`src/rtl/ahbmtx_in_stg.sv`:
```
// Bus-matrix input stage: forwards or holds a master's address phase until granted,
// then tracks the data phase to drive the master's ready and response.
module ahbmtx_in_stg #(
  parameter int unsigned ADDR_WIDTH = 32
) (
  input  logic                  HCLK,
  input  logic                  HRESET,
  input  logic                  HSELS,
  input  logic [ADDR_WIDTH-1:0] HADDRS,
  input  logic [1:0]            HTRANSS,
  input  logic                  HWRITES,
  input  logic [2:0]            HSIZES,
  input  logic [2:0]            HBURSTS,
  input  logic [3:0]            HPROTS,
  input  logic                  HMASTLOCKS,
  input  logic                  HREADYS,
  output logic                  HREADYOUTS,
  output logic [1:0]            HRESPS,
  output logic                  req_port,
  output logic                  sel_o,
  output logic [ADDR_WIDTH-1:0] addr_o,
  output logic [1:0]            trans_o,
  output logic                  write_o,
  output logic [2:0]            size_o,
  output logic [2:0]            burst_o,
  output logic [3:0]            prot_o,
  output logic                  lock_o,
  input  logic                  addr_active,
  input  logic                  hready_m,
  input  logic                  hready_dp,
  input  logic [1:0]            hresp_dp
);

  logic                  w_live_req;
  logic                  w_accept;
  logic                  r_pend;
  logic                  r_dphase;
  logic                  r_sel;
  logic [ADDR_WIDTH-1:0] r_addr;
  logic [1:0]            r_trans;
  logic                  r_write;
  logic [2:0]            r_size;
  logic [2:0]            r_burst;
  logic [3:0]            r_prot;
  logic                  r_lock;

  // A request seen while reset is asserted is dropped so outputs stay at reset values.
  assign w_live_req = ~HRESET & HSELS & HREADYS & HTRANSS[1];
  assign w_accept   = (w_live_req | r_pend) & addr_active & hready_m;

  always_ff @(posedge HCLK) begin
    if (HRESET) begin
      r_sel   <= 1'b0;
      r_addr  <= '0;
      r_trans <= 2'b00;
      r_write <= 1'b0;
      r_size  <= 3'b000;
      r_burst <= 3'b000;
      r_prot  <= 4'b0000;
      r_lock  <= 1'b0;
    end else if (HREADYS && !r_pend) begin
      // Never overwrite a held transfer while it waits for a grant.
      r_sel   <= HSELS;
      r_addr  <= HADDRS;
      r_trans <= HTRANSS;
      r_write <= HWRITES;
      r_size  <= HSIZES;
      r_burst <= HBURSTS;
      r_prot  <= HPROTS;
      r_lock  <= HMASTLOCKS;
    end
  end

  always_ff @(posedge HCLK) begin
    if (HRESET) begin
      r_pend   <= 1'b0;
      r_dphase <= 1'b0;
    end else begin
      if (w_live_req && !w_accept) begin
        r_pend <= 1'b1;
      end else if (w_accept) begin
        r_pend <= 1'b0;
      end
      // Accept wins over completion so back-to-back transfers keep dphase set.
      if (w_accept) begin
        r_dphase <= 1'b1;
      end else if (hready_dp) begin
        r_dphase <= 1'b0;
      end
    end
  end

  always_comb begin
    sel_o      = r_pend ? r_sel   : HSELS;
    addr_o     = r_pend ? r_addr  : HADDRS;
    write_o    = r_pend ? r_write : HWRITES;
    size_o     = r_pend ? r_size  : HSIZES;
    burst_o    = r_pend ? r_burst : HBURSTS;
    prot_o     = r_pend ? r_prot  : HPROTS;
    lock_o     = r_pend ? r_lock  : HMASTLOCKS;
    trans_o    = r_pend ? r_trans : (w_live_req ? HTRANSS : 2'b00);
    req_port   = w_live_req | r_pend;
    HREADYOUTS = r_pend ? 1'b0 : (r_dphase ? hready_dp : 1'b1);
    HRESPS     = r_dphase ? hresp_dp : 2'b00;
  end

endmodule

```
`config.mk`:
```
export PLATFORM = sky130hd
export DESIGN_NAME = ahbmtx_in_stg
export DESIGN_NICKNAME = d
export VERILOG_FILES = /design/src/rtl/ahbmtx_in_stg.sv
export SDC_FILE = /design/constraint.sdc
export NUM_CORES = 1
export LEC_CHECK = 0
export CAP_MARGIN = 20
export CELL_PAD_IN_SITES_DETAIL_PLACEMENT = 1
export CELL_PAD_IN_SITES_GLOBAL_PLACEMENT = 1
export CORE_MARGIN = 3
export CORE_UTILIZATION = 29
export DETAILED_ROUTE_END_ITERATION = 7
export GPL_ROUTABILITY_DRIVEN = 0
export PLACE_DENSITY_LB_ADDON = 0.1
export SYNTH_ARGS = -nofsm -noshare
export SYNTH_HDL_FRONTEND = slang
export SYNTH_SLANG_ARGS = --single-unit
```
`constraint.sdc`:
```
create_clock -name HCLK -period 1.3 [get_ports HCLK]
set_input_delay 0.195 -clock HCLK [delete_from_list [all_inputs] [get_ports HCLK]]
set_output_delay 0.195 -clock HCLK [all_outputs]
set_load 0.05 [all_outputs]
```
# Word level (Yosys, flattened, before mapping)
# Index checks and enable logic that the tools add are counted.
[totals]
ff_bits = 49
output_inout_bits = 51
wordCells = 39
[op_classes]
mux = 16
n_bitwise = 7
n_reduce_logical = 6
[ops]
columns = ["op", "n"]
rows = [
  ["two-way mux 32 bit", 1],
  ["two-way mux 1 bit", 9],
  ["two-way mux 2 bit", 3],
  ["two-way mux 3 bit", 2],
  ["AND 1 bit", 5],
  ["two-way mux 4 bit", 1],
  ["nonzero test 2 bit", 2],
  ["logical AND 1 bit", 2],
  ["logical NOT 1 bit", 2],
  ["inverter 1 bit", 1],
  ["OR 1 bit", 1],
]

# Longest topological paths before layout
[depth]
ltp_word = 10
depth_mapped = 6

# Worst setup path after synthesis
# Ideal clock, no wire load.
[synth_path]
kind = "register -> output"
from = "register r_pend"
to = "output port trans_o[0]"
arrival_time_ns = 1.703
required_ns = 1.105
slack_ns = -0.598
path_stages_with_launch = 4
path_buffers = 2
path_cell_list = "dfxtp_1 -> buf_4 -> buf_2 -> o21ai_0"
[synth_between]
elab_chain_len = 1
[synth_lines]
columns = ["element", "line_no", "source"]
rows = [
  ["start: declaration", "36", "logic r_pend;"],
  ["start signal: assignment", "76", "r_pend <= 1'b0;"],
  ["start signal: assignment", "80", "r_pend <= 1'b1;"],
  ["start signal: assignment", "82", "r_pend <= 1'b0;"],
  ["two-way mux 2 bit", "101", "trans_o = r_pend ? r_trans : (w_live_req ? HTRANSS : 2'b00);"],
  ["end: declaration", "22", "output logic [1:0] trans_o,"],
]
# Every way passes these cells.

# Worst setup path after layout
[layout_path]
from = "register r_pend"
to = "output port addr_o[10]"
[layout_between]
elab_chain_len = 1
[layout_lines]
columns = ["element", "line_no", "source"]
rows = [
  ["two-way mux 32 bit", "95", "addr_o = r_pend ? r_addr : HADDRS;"],
  ["end: declaration", "21", "output logic [ADDR_WIDTH-1:0] addr_o,"],
]
# Every way passes these cells.

==> flow_summary.ini <==
[clock_network]
h-tree-depth = 2
cts_buffer_depth = 2
clkSlewWorstSetupHoldPaths_ns = 0.09
cts_made_buffers = 5
clk_latency_ns = 0.30
clock_sinks = 49
clockRootBuffer = clkbuf_8
cts_tree = built
hold_buffers = 0

[yosys]
ys_warn_count = 0
synth.cell_area_mm2 = 0.002328
syn_avg_cell_area_um2 = 8.561
synth_seq_cells = 49
syn_inst = 272
seq_area_frac_synth_pct = 42.13
yosysUniqueCellTypes = 17
synth_nets = 327

[place]
dp_hpwl_um = 4889
dpl.cell_count = 470
io_buffers = 105
pre_cts_ws_ns = -0.3495

[die]
num_io_pins = 106
start_util_pct = 29.98
design.die.area_mm2 = 0.009140
core_mm2 = 0.007767
die_w_um = 95.61
die_y_um = 95.61
fp-row-count = 32

[global_routing]
grt_max_degree = 50
overflow = 0
grt_usage_pct = 15.55
grt_pass1_vias = 2372
antenna_found_initial = 0
grt_pass1_wl_um = 11300

[cells_and_area]
seqCellArea_um2 = 984.7
fill_cells = 905
postLayoutCoreUtil_pct = 49.63
diodes = 0
fin_nets = 432
final_cells = 480
drive_gt1_share_pct = 37.83
layout_common_cells = 94 x nand2_1, 50 x clkdlybuf4s50_1, 48 x dfxtp_1
synthToLayoutAreaGrowth_pct = 65.56
multi_input_area_mm2 = 0.001335
final_common_cell = nand2_1

[critical_path]
critPathCaptureType = primary output
crit_required_ns = 1.11
crit_slowest_cell = dfxtp_4
worstPathMaxFanout = 6
critPathMaxStageDelay_ns = 0.42
worstSetupPathType = register to primary output
worstSetupStartpointType = register
crit_top_cell = buf_4
cp.arrival_ns = 1.42
crit_chain = buf_4 -> mux2_2 -> buf_4

[timing]
worst_pin_slew_ns = 0.6345
setup_viol = 49
slew_viol_final = 0
hold_viol_final = 0
final.setup.tns_ns = -13.45
finClkSkew_ns = 0.003680
setup_slack_ns = -0.3176
rsz0062_at_grt = yes
fmax_mhz = 618.2
post-route-period-util_pct = 124.4
max-slew-margin-rel_pct = 57.70
fin_crit_ns = 1.618

[hold_path]
hold_class = input pin to register

[routing]
drt_first_pass_iters = 4
drt_iter0_drc = 41
vias = 2286
routed_wl_um = 7088
via_per_inst = 4.763
drc = 0
ant_nets = 0
wire_per_inst_um = 14.77

[power_and_ir_drop]
power_density_mw_per_mm2 = 978.2
irDropWorstVdd_mv = 0.4136
power_mw = 3.771
p_leak_nw = 1.553

[run_status]
violations = negative setup slack
status = finished with violations

[flow_run]
maxCapViolCount = 0
## kinds of logic after synthesis
logic type,synth area share (%)
AO/OA/AOI/OAI,11.07
flip-flops,42.13
buffers and inverters,6.072
multiplexers,22.25
AND/OR/NAND/NOR,18.49
## stage by stage
step / cell area (um2) / hold WS (ns)
after floorplan: 2335 / 0.3310
after global placement: 3461 / 0.4387
after detailed placement: 3461 / 0.4465
after CTS: 3726 / 0.2918
after global routing: 3855 / 0.3219
final: 3855 / 0.2945
## synthesized netlist by cell type, drive strengths merged
master	number	area [um2]
a21oi	49	245.2
clkbuf	4	15.01
o211ai	1	7.510
nand2	96	360.4
and2	3	18.77
mux2	46	518.0
or2	1	6.260
o21ai	1	5.000
dfxtp	49	980.9
nor2b	2	15.02
nand2b	2	20.02
and4b	1	10.01
buf	17	126.4
## layer usage
| metal | track usage, % | part of all wire [%] |
|---|---|---|
| met1 | 18.53 | 40 |
| met2 | 27.97 | 54 |
| met3 | 3.631 | 5.6 |
| met4 | 3.791 | 0.52 |
| met5 | 0 | 0 |
## timing repair
item                       4_1_cts  5_1_grt
resized for setup               47       33
setup buffers                    1        1
pin swaps                        4        0
setup endpoints to repair       50       49
## final timing paths
kind                                 start    endpoint  slack (ns)  depth (start not counted)
worst min register to register   r_addr[9]   r_addr[9]        0.46                          2
worst min-delay path            HTRANSS[1]  r_trans[1]        0.29                          3
worst max-delay path                r_pend  addr_o[10]       -0.32                          3
worst max register to register      r_pend  r_addr[10]           0                          6
## area by class of cell
cell class	instances	share of cell area [%]
well taps	102	3.311
flip-flops and latches	49	25.54
clock inverters	1	0.1298
repair buffers	119	33.89
multi-input cells	202	34.63
clock buffers	7	2.499
## report_power, final
| part | internal, mW | leakage, nW | switching, mW | total [mW] |
|---|---|---|---|---|
| logic | 0.513 | 1.09 | 0.631 | 1.14 |
| registers | 1.58 | 0.404 | 0.0417 | 1.62 |
| clock network | 0.482 | 0.0542 | 0.520 | 1.00 |
## state kept, by name (all words and copies together), names as in the netlist
name	cells
r_write	1
r_trans	2
r_addr	32
r_lock	1
r_pend	1
r_prot	4
r_sel	1
r_size	3
r_burst	3
r_dphase	1
## worst max-delay path, delay by kind of cell, from the launching register on
family / cells / cell delay (ns)
mux: 1 / 0.34
buf+inv: 2 / 0.36
flops: 1 / 0.42
Power figures use the tool's default switching activity.
